## src/rtl/dlx_id_stage_p.sv

```systemverilog
// DLX instruction-decode stage: register file, operand fetch with WB bypass, immediate
// extension, load-use interlock and a one-deep valid/ready ID/EX register.
module dlx_id_stage_p #(
  parameter int XLEN      = 32,
  parameter int NREGS     = 32,
  parameter bit BYPASS_EN = 1'b1,
  parameter int CNT_W     = 16,
  localparam int AW       = $clog2(NREGS)
) (
  input  logic             clock2,
  input  logic             reset2,
  input  logic             in_valid,
  output logic             in_ready,
  input  logic [31:0]      npc_in2,
  input  logic [31:0]      inst_in2,
  output logic             out_valid,
  input  logic             out_ready,
  input  logic             flush,
  input  logic             ex_is_load,
  input  logic [AW-1:0]    ex_rd,
  input  logic             wb_en,
  input  logic [AW-1:0]    wb_addr,
  input  logic [XLEN-1:0]  wb_data,
  output logic [XLEN-1:0]  aout2,
  output logic [XLEN-1:0]  bout2,
  output logic [XLEN-1:0]  imout2,
  output logic [31:0]      irout2,
  output logic [31:0]      npcout2,
  output logic             illegal,
  input  logic [AW-1:0]    dbg_addr,
  output logic [XLEN-1:0]  dbg_data,
  output logic [CNT_W-1:0] stall_cnt
);

  localparam logic [5:0] OP_LW    = 6'b000010;
  localparam logic [5:0] OP_SW    = 6'b001010;
  localparam logic [5:0] OP_ADDI  = 6'b010000;
  localparam logic [5:0] OP_SUBI  = 6'b010010;
  localparam logic [5:0] OP_ANDI  = 6'b010100;
  localparam logic [5:0] OP_ORI   = 6'b010101;
  localparam logic [5:0] OP_XORI  = 6'b010110;
  localparam logic [5:0] OP_BEQZ  = 6'b100000;
  localparam logic [5:0] OP_BNEZ  = 6'b100001;
  localparam logic [5:0] OP_J     = 6'b100100;
  localparam logic [5:0] OP_RTYPE = 6'b110000;

  logic [XLEN-1:0] rf_q [NREGS];

  logic [5:0]      opcode;
  logic [5:0]      func;
  logic [AW-1:0]   rs1;
  logic [AW-1:0]   rs2;
  logic            func_legal;
  logic            dec_illegal;
  logic            uses_rs1;
  logic            uses_rs2;
  logic [XLEN-1:0] imm_ext;
  logic [XLEN-1:0] imm_sext16;
  logic [XLEN-1:0] imm_zext16;
  logic [XLEN-1:0] imm_sext26;
  logic [XLEN-1:0] rs1_val;
  logic [XLEN-1:0] rs2_val;
  logic            hazard;
  logic            adv;

  logic             out_valid_q, out_valid_d;
  logic [XLEN-1:0]  aout_q,      aout_d;
  logic [XLEN-1:0]  bout_q,      bout_d;
  logic [XLEN-1:0]  imm_q,       imm_d;
  logic [31:0]      ir_q,        ir_d;
  logic [31:0]      npc_q,       npc_d;
  logic             illegal_q,   illegal_d;
  logic [CNT_W-1:0] stall_cnt_q, stall_cnt_d;

  assign opcode     = inst_in2[31:26];
  assign func       = inst_in2[5:0];
  assign rs1        = inst_in2[21 +: AW];
  assign rs2        = inst_in2[16 +: AW];
  assign imm_sext16 = {{(XLEN-16){inst_in2[15]}}, inst_in2[15:0]};
  assign imm_zext16 = {{(XLEN-16){1'b0}}, inst_in2[15:0]};
  assign imm_sext26 = {{(XLEN-26){inst_in2[25]}}, inst_in2[25:0]};

  always_comb begin
    case (func)
      6'b000001, 6'b000011, 6'b000101, 6'b000110, 6'b000111,
      6'b001011, 6'b001100, 6'b001101, 6'b001110, 6'b001111, 6'b010000: func_legal = 1'b1;
      default: func_legal = 1'b0;
    endcase
  end

  always_comb begin
    imm_ext     = '0;
    dec_illegal = 1'b0;
    uses_rs1    = 1'b0;
    uses_rs2    = 1'b0;
    case (opcode)
      OP_LW, OP_ADDI, OP_SUBI, OP_BEQZ, OP_BNEZ,
      6'b011010, 6'b011011, 6'b011100, 6'b011101, 6'b011110, 6'b011111: begin
        imm_ext  = imm_sext16;
        uses_rs1 = 1'b1;
      end
      OP_SW: begin
        imm_ext  = imm_sext16;
        uses_rs1 = 1'b1;
        uses_rs2 = 1'b1;
      end
      OP_ANDI, OP_ORI, OP_XORI: begin
        imm_ext  = imm_zext16;
        uses_rs1 = 1'b1;
      end
      OP_J: imm_ext = imm_sext26;
      OP_RTYPE: begin
        uses_rs1    = 1'b1;
        uses_rs2    = 1'b1;
        dec_illegal = ~func_legal;
      end
      default: dec_illegal = 1'b1;
    endcase
  end

  // Same-cycle WB write wins over the stored value when bypassing is enabled.
  always_comb begin
    rs1_val = rf_q[rs1];
    if (BYPASS_EN && wb_en && (wb_addr == rs1)) rs1_val = wb_data;
    if (rs1 == '0) rs1_val = '0;
    rs2_val = rf_q[rs2];
    if (BYPASS_EN && wb_en && (wb_addr == rs2)) rs2_val = wb_data;
    if (rs2 == '0) rs2_val = '0;
  end

  assign hazard   = in_valid & ex_is_load & (ex_rd != '0) &
                    (((ex_rd == rs1) & uses_rs1) | ((ex_rd == rs2) & uses_rs2));
  assign adv      = ~out_valid_q | out_ready;
  assign in_ready = flush | (adv & ~hazard);

  always_comb begin
    out_valid_d = out_valid_q;
    aout_d      = aout_q;
    bout_d      = bout_q;
    imm_d       = imm_q;
    ir_d        = ir_q;
    npc_d       = npc_q;
    illegal_d   = illegal_q;
    stall_cnt_d = stall_cnt_q;
    if (flush) begin
      out_valid_d = 1'b0;
    end else if (adv && hazard) begin
      out_valid_d = 1'b0;
      if (stall_cnt_q != '1) stall_cnt_d = stall_cnt_q + CNT_W'(1);
    end else if (adv && in_valid) begin
      out_valid_d = 1'b1;
      aout_d      = rs1_val;
      bout_d      = (uses_rs2 && !dec_illegal) ? rs2_val : '0;
      imm_d       = dec_illegal ? '0 : imm_ext;
      ir_d        = inst_in2;
      npc_d       = npc_in2;
      illegal_d   = dec_illegal;
    end else if (adv) begin
      out_valid_d = 1'b0;
    end
  end

  always_ff @(posedge clock2 or negedge reset2) begin
    if (!reset2) begin
      out_valid_q <= 1'b0;
      aout_q      <= '0;
      bout_q      <= '0;
      imm_q       <= '0;
      ir_q        <= '0;
      npc_q       <= '0;
      illegal_q   <= 1'b0;
      stall_cnt_q <= '0;
    end else begin
      out_valid_q <= out_valid_d;
      aout_q      <= aout_d;
      bout_q      <= bout_d;
      imm_q       <= imm_d;
      ir_q        <= ir_d;
      npc_q       <= npc_d;
      illegal_q   <= illegal_d;
      stall_cnt_q <= stall_cnt_d;
    end
  end

  // r0 is never written, so its entry stays at its reset value of zero.
  for (genvar gi = 0; gi < NREGS; gi++) begin : g_rf
    always_ff @(posedge clock2 or negedge reset2) begin
      if (!reset2) begin
        rf_q[gi] <= '0;
      end else if (wb_en && (wb_addr != '0) && (wb_addr == AW'(gi))) begin
        rf_q[gi] <= wb_data;
      end
    end
  end

  assign out_valid = out_valid_q;
  assign aout2     = aout_q;
  assign bout2     = bout_q;
  assign imout2    = imm_q;
  assign irout2    = ir_q;
  assign npcout2   = npc_q;
  assign illegal   = illegal_q;
  assign stall_cnt = stall_cnt_q;
  assign dbg_data  = rf_q[dbg_addr];

endmodule
```

## config.mk

```make
export PLATFORM = sky130hd
export DESIGN_NAME = dlx_id_stage_p
export DESIGN_NICKNAME = d
export VERILOG_FILES = /design/src/rtl/dlx_id_stage_p.sv
export SDC_FILE = /design/constraint.sdc
export NUM_CORES = 2
export LEC_CHECK = 0
export ABC_CLOCK_PERIOD_IN_PS = 5400
export BUFFER_PORTS_ARGS = -buffer_cell sky130_fd_sc_hd__buf_4
export CORE_MARGIN = 2
export CORE_UTILIZATION = 50
export DETAILED_ROUTE_END_ITERATION = 16
export PLACE_DENSITY = 0.75
export SLEW_MARGIN = 20
export SYNTH_ARGS = -nofsm -noshare
export SYNTH_HDL_FRONTEND = slang
export SYNTH_SLANG_ARGS = --single-unit
```

## constraint.sdc

```tcl
create_clock -name clock2 -period 5.4 [get_ports clock2]
set_input_delay 0.27 -clock clock2 [delete_from_list [all_inputs] [get_ports clock2]]
set_output_delay 0.27 -clock clock2 [all_outputs]
set_load 0.02 [all_outputs]
```

## After elaboration in Yosys (flattened, before gate mapping)

Memory sizes are Yosys's and may differ from the RTL's.
Index checks and enable logic that the tools add are counted.

- Output and inout bits: 211
- Memories: 1
- Flip-flop bits (word level): 1202
- Bits in read-only memories: 32
- Bits of input ports: 118

- Equality and inequality tests: 53
- $add $sub $neg: 1
- Reductions and logical operators: 52
- Magnitude comparators: 3
- Mux-type cells: 24
- Bitwise operators: 17

Memories:

| memory | depth | width | rd ports | clocked after Yosys merged registers in | write ports | line | source |
|---|---|---|---|---|---|---|---|
| (name not given) | 32 | 1 | 1 | 0 | 0 | 84 | `case (func)` |

Operator list:

| cell | number |
|---|---|
| $bmux W32 S5 | 3 |
| $mux W32 | 12 |
| $pmux W32 S3 | 1 |
| $eq A5 B5 Y1 const B | 16 |
| $eq A6 B5 Y1 const B | 11 |
| $eq A5 B4 Y1 const B | 8 |
| $logic_and A1 B1 Y1 | 38 |
| $reduce_or A16 Y1 | 2 |
| $eq A6 B6 Y1 const B | 4 |
| $eq A5 B3 Y1 const B | 4 |
| $eq A5 B5 Y1 | 4 |
| $ge A6 B6 Y1 const B | 3 |
| $not A5 Y6 | 3 |
| $add A16 B1 Y16 const B | 1 |
| $ne A16 B16 Y1 const B | 1 |
| $logic_not A5 Y1 | 3 |
| $reduce_or A12 Y1 | 1 |
| $eq A5 B2 Y1 const B | 2 |
| $reduce_bool A5 Y1 | 2 |
| $mux W1 | 7 |
| $and A1 B1 Y1 | 6 |
| $eq A6 B2 Y1 const B | 1 |
| $eq A6 B4 Y1 const B | 1 |
| $reduce_and A3 Y1 | 2 |
| other kinds (8) | 14 |

## Depth between registers and ports, before layout

- Word-level depth: 9
- Mapped depth: 11
- Gate-level depth less buffers: 7

## Worst setup path after synthesis

No wires, ideal clock.

- Path kind: input port to output port
- Start point: in dbg_addr[0]
- End point: out dbg_data[10]
- Required time: 5.130 ns
- Slack: 2.871 ns
- Buffers on the path: 2
- Arrival: 2.259 ns
- Stages on the path: 5
- Path through: clkbuf_1 > clkbuf_1 > mux4_2 > mux4_2 > mux2_2

- Cells in the longest elaborated chain, start to end: 4

RTL lines:

| element | line | source |
|---|---|---|
| from (decl) | 30 | `input logic [AW-1:0] dbg_addr,` |
| $not A5 Y6 (not written as such) | 204 | `assign dbg_data = rf_q[dbg_addr];` |
| $bmux W32 S5 | 204 |  |
| $mux W32 (not written as such) (2 in a row) | 204 |  |
| to (decl) | 31 | `output logic [XLEN-1:0] dbg_data,` |

No other way between the ends. The select of a mux whose other input is x is not followed.

## Worst setup path in the final report

- Start point: in dbg_addr[0]
- End point: out dbg_data[8]

Same word-level chain as after synthesis.

==> results.cfg <==
[sta]
fmax_mhz = 297.3
fin_setup_tns_ns = 0
final-hold-violation-count = 0
min_period_ns = 3.364
tightest_slew_ns = 1.172
setup_viol = 0
rsz0062_at_grt = no
fin_crit_sh_pct = 62.30
finClkSkew_ns = 0.02828
report.final.slew_viol_count = 0
slew_headroom_pct = 21.59

[clocking]
cts.clk_slew.worst_paths_ns = 0.06
post_cts_buffers = 0
htreeDepth = 4
cts.sinks = 1196
cts_root_buf = clkbuf_16
cts.path.max_buffers = 3
numCtsBuffers = 130
clk_latency_ns = 0.80
cts_tree = done

[finish]
final_cell_mix = 1196 x dfrtp_1, 1083 x mux2_2, 686 x mux4_2
final_common_cell = dfrtp_1
nets = 5092
drive_above_1_share_pct = 48.90
fill_cells = 10680
area_growth_pct = 12.95
seqCellArea_um2 = 29930
multi_input_area_um2 = 37440

[floorplanning]
die-height_um = 377.2
core_um2 = 137800
initial_utilization_pct = 50.52
std_cell_rows = 136
pin_count = 329
die_area_um2 = 142300
die_w_um = 377.2

[yosys]
synth-warning-count = 0
synth_cells = 4886
avgSynthCellArea_um2 = 14.25
yosysSeqAreaShare_pct = 42.98
synth_edf_count = 0
ys_ff_latch = 1196
syn_nets = 5005
async_flop_share_pct = 100.0
synth_cell_type_count = 65
ys.flop_type = dfrtp_1
syn-cell-area_um2 = 69640

[power_and_ir_drop]
p_leak_nw = 33.59
powerDensity_nw_per_um2 = 361.0
totalPowerFinal_mw = 28.40
max-vdd-ir-drop_mv = 0.2541

[run]
max-cap-violations = 0

[grt]
grt_start_max_net_pins = 191
grt_antenna_before_repair = 17
overflow = 0
grt_pass1_vias = 49770
grt_pass1_wl_um = 353700
track_usage_pct = 34.31

[route]
post_drt_wl_per_cell_um = 35.49
dr.pass1.iters = 8
vias = 50240
ant_nets = 0
wirelength_um = 244300
drtIter0Drc = 7139
drcViolationCount = 0
viasPerCell = 7.301

[placement]
hpwl_um = 142800
place_congestion = 0.8887
port_buffers = 328

[setup_path]
cp.arrival_ns = 3.09
worst_setup_path_end_kind = output pin
worst_ep_required_time_ns = 5.13
worstPathMaxFanout = 58
critPathKind = in2out
cp-start-kind = input pin

[hold_path]
min_path_type = in2async

[run_status]
outcome = finished, final reports clean
-- cell families (layout without fill, tap and decap cells) --
logic type | count (synthesis) | after routing | share of synthesized area [%]
muxes | 2117 | 2117 | 44.72
DFF | 1196 | 1196 | 42.98
buffers and inverters | 575 | 761 | 3.631
AOI/OAI and AO/OA | 554 | 554 | 5.390
and+or+nand+nor | 408 | 408 | 2.828
xor gates and xnor gates | 35 | 35 | 0.4402
adders and majority gates | 1 | 1 | 0.01796
other | 0 | 16 | 0
-- metal layers --
| layer | track usage [%] | wire length [um] | up-vias | share of wire (%) |
|---|---|---|---|---|
| met5 | 0 | 63 | - | 0.026 |
| met4 | 19.83 | 15310 | 10 | 6.3 |
| met3 | 11.70 | 32340 | 840 | 13 |
| met2 | 49.81 | 107900 | 3733 | 44 |
| met1 | 44.91 | 88660 | 26360 | 36 |
| li1 | - | - | 19300 | - |
-- what timing repair did --
item	CTS	global route
hold endpoints to repair	489	0
hold buffers	83	0
resized for setup	0	0
-- area by class of cell --
class	count	area share, %
well taps	1794	2.854
repair buffers	524	5.884
inverters	6	0.02863
multi-input cells	3115	47.60
clock buffers	185	4.848
diodes	16	0.05090
flip-flops and latches	1196	38.05
clock inverters	46	0.6840
-- cell usage after synthesis, types with 13 or more instances --
library cell,number,area (um^2)
xor2_1,14,122.6
mux2i_1,339,3393
nand3_1,38,190.2
buf_1,66,247.7
nor2b_1,35,219.0
a22oi_1,202,1516
dfrtp_1,1196,29930
nand2b_1,13,81.33
nor2_1,49,183.9
nand2_1,161,604.3
o21ai_0,29,145.1
a21oi_1,85,425.4
clkbuf_1,332,1246
o211ai_1,14,105.1
nor3_1,62,310.3
mux2_2,1083,12200
a221o_1,29,290.3
buf_4,30,225.2
o21ai_1,65,325.3
mux4_2,686,15450
buf_2,126,630.6
xnor2_1,21,183.9
o22ai_1,66,412.9
buf_6,13,146.4
-- through the flow --
step	util (%)	hold WS [ns]	instance area, um^2	cells	setup WS, ns
finish	57.07	0.03698	78660	6882	2.036
global route	57.05	0.04548	78630	6873	1.919
floorplan	-	-0.02559	69640	4886	2.871
detailed placement	53.24	0.3521	73380	6550	1.939
global placement	53.22	0.3356	73350	6549	2.064
CTS	57.00	0.001578	78560	6864	2.024
-- state kept, by name, summed over array words and instances, names as in the netlist --
name	cells
rf_q	1024
out_valid	1
imout2	26
bout2	32
illegal	1
irout2	32
npcout2	32
stall_cnt	16
aout2	32
-- path summary, 6_finish.rpt --
check                             from           to  slack, ns  depth (start not counted)
setup / recovery           dbg_addr[0]  dbg_data[8]       2.04                          6
hold / removal                  reset2    rf_q[927]       0.04                          2
setup reg to reg             out_valid    bout2[26]       2.52                          7
hold reg to reg             rf_q[1011]   rf_q[1011]       0.41                          0
max in group asynchronous       reset2    rf_q[852]       3.71                          3
min in group clock2        wb_data[14]    aout2[14]       0.04                          3
-- worst max-delay path: stages --
cell and delay [ns]:
buf_8 0.56, buf_12 0.40, mux4_2 0.58, mux4_2 0.51, mux2_2 0.40, buf_4 0.20
-- where the power goes --
part	internal [mW]	total, mW	switching, mW	leakage [nW]
Combinational	3.90	6.95	3.06	16.1
Sequential	10.6	12.2	1.62	15.3
Clock	5.36	9.25	3.88	2.15
Power figures use the tool's default switching activity.
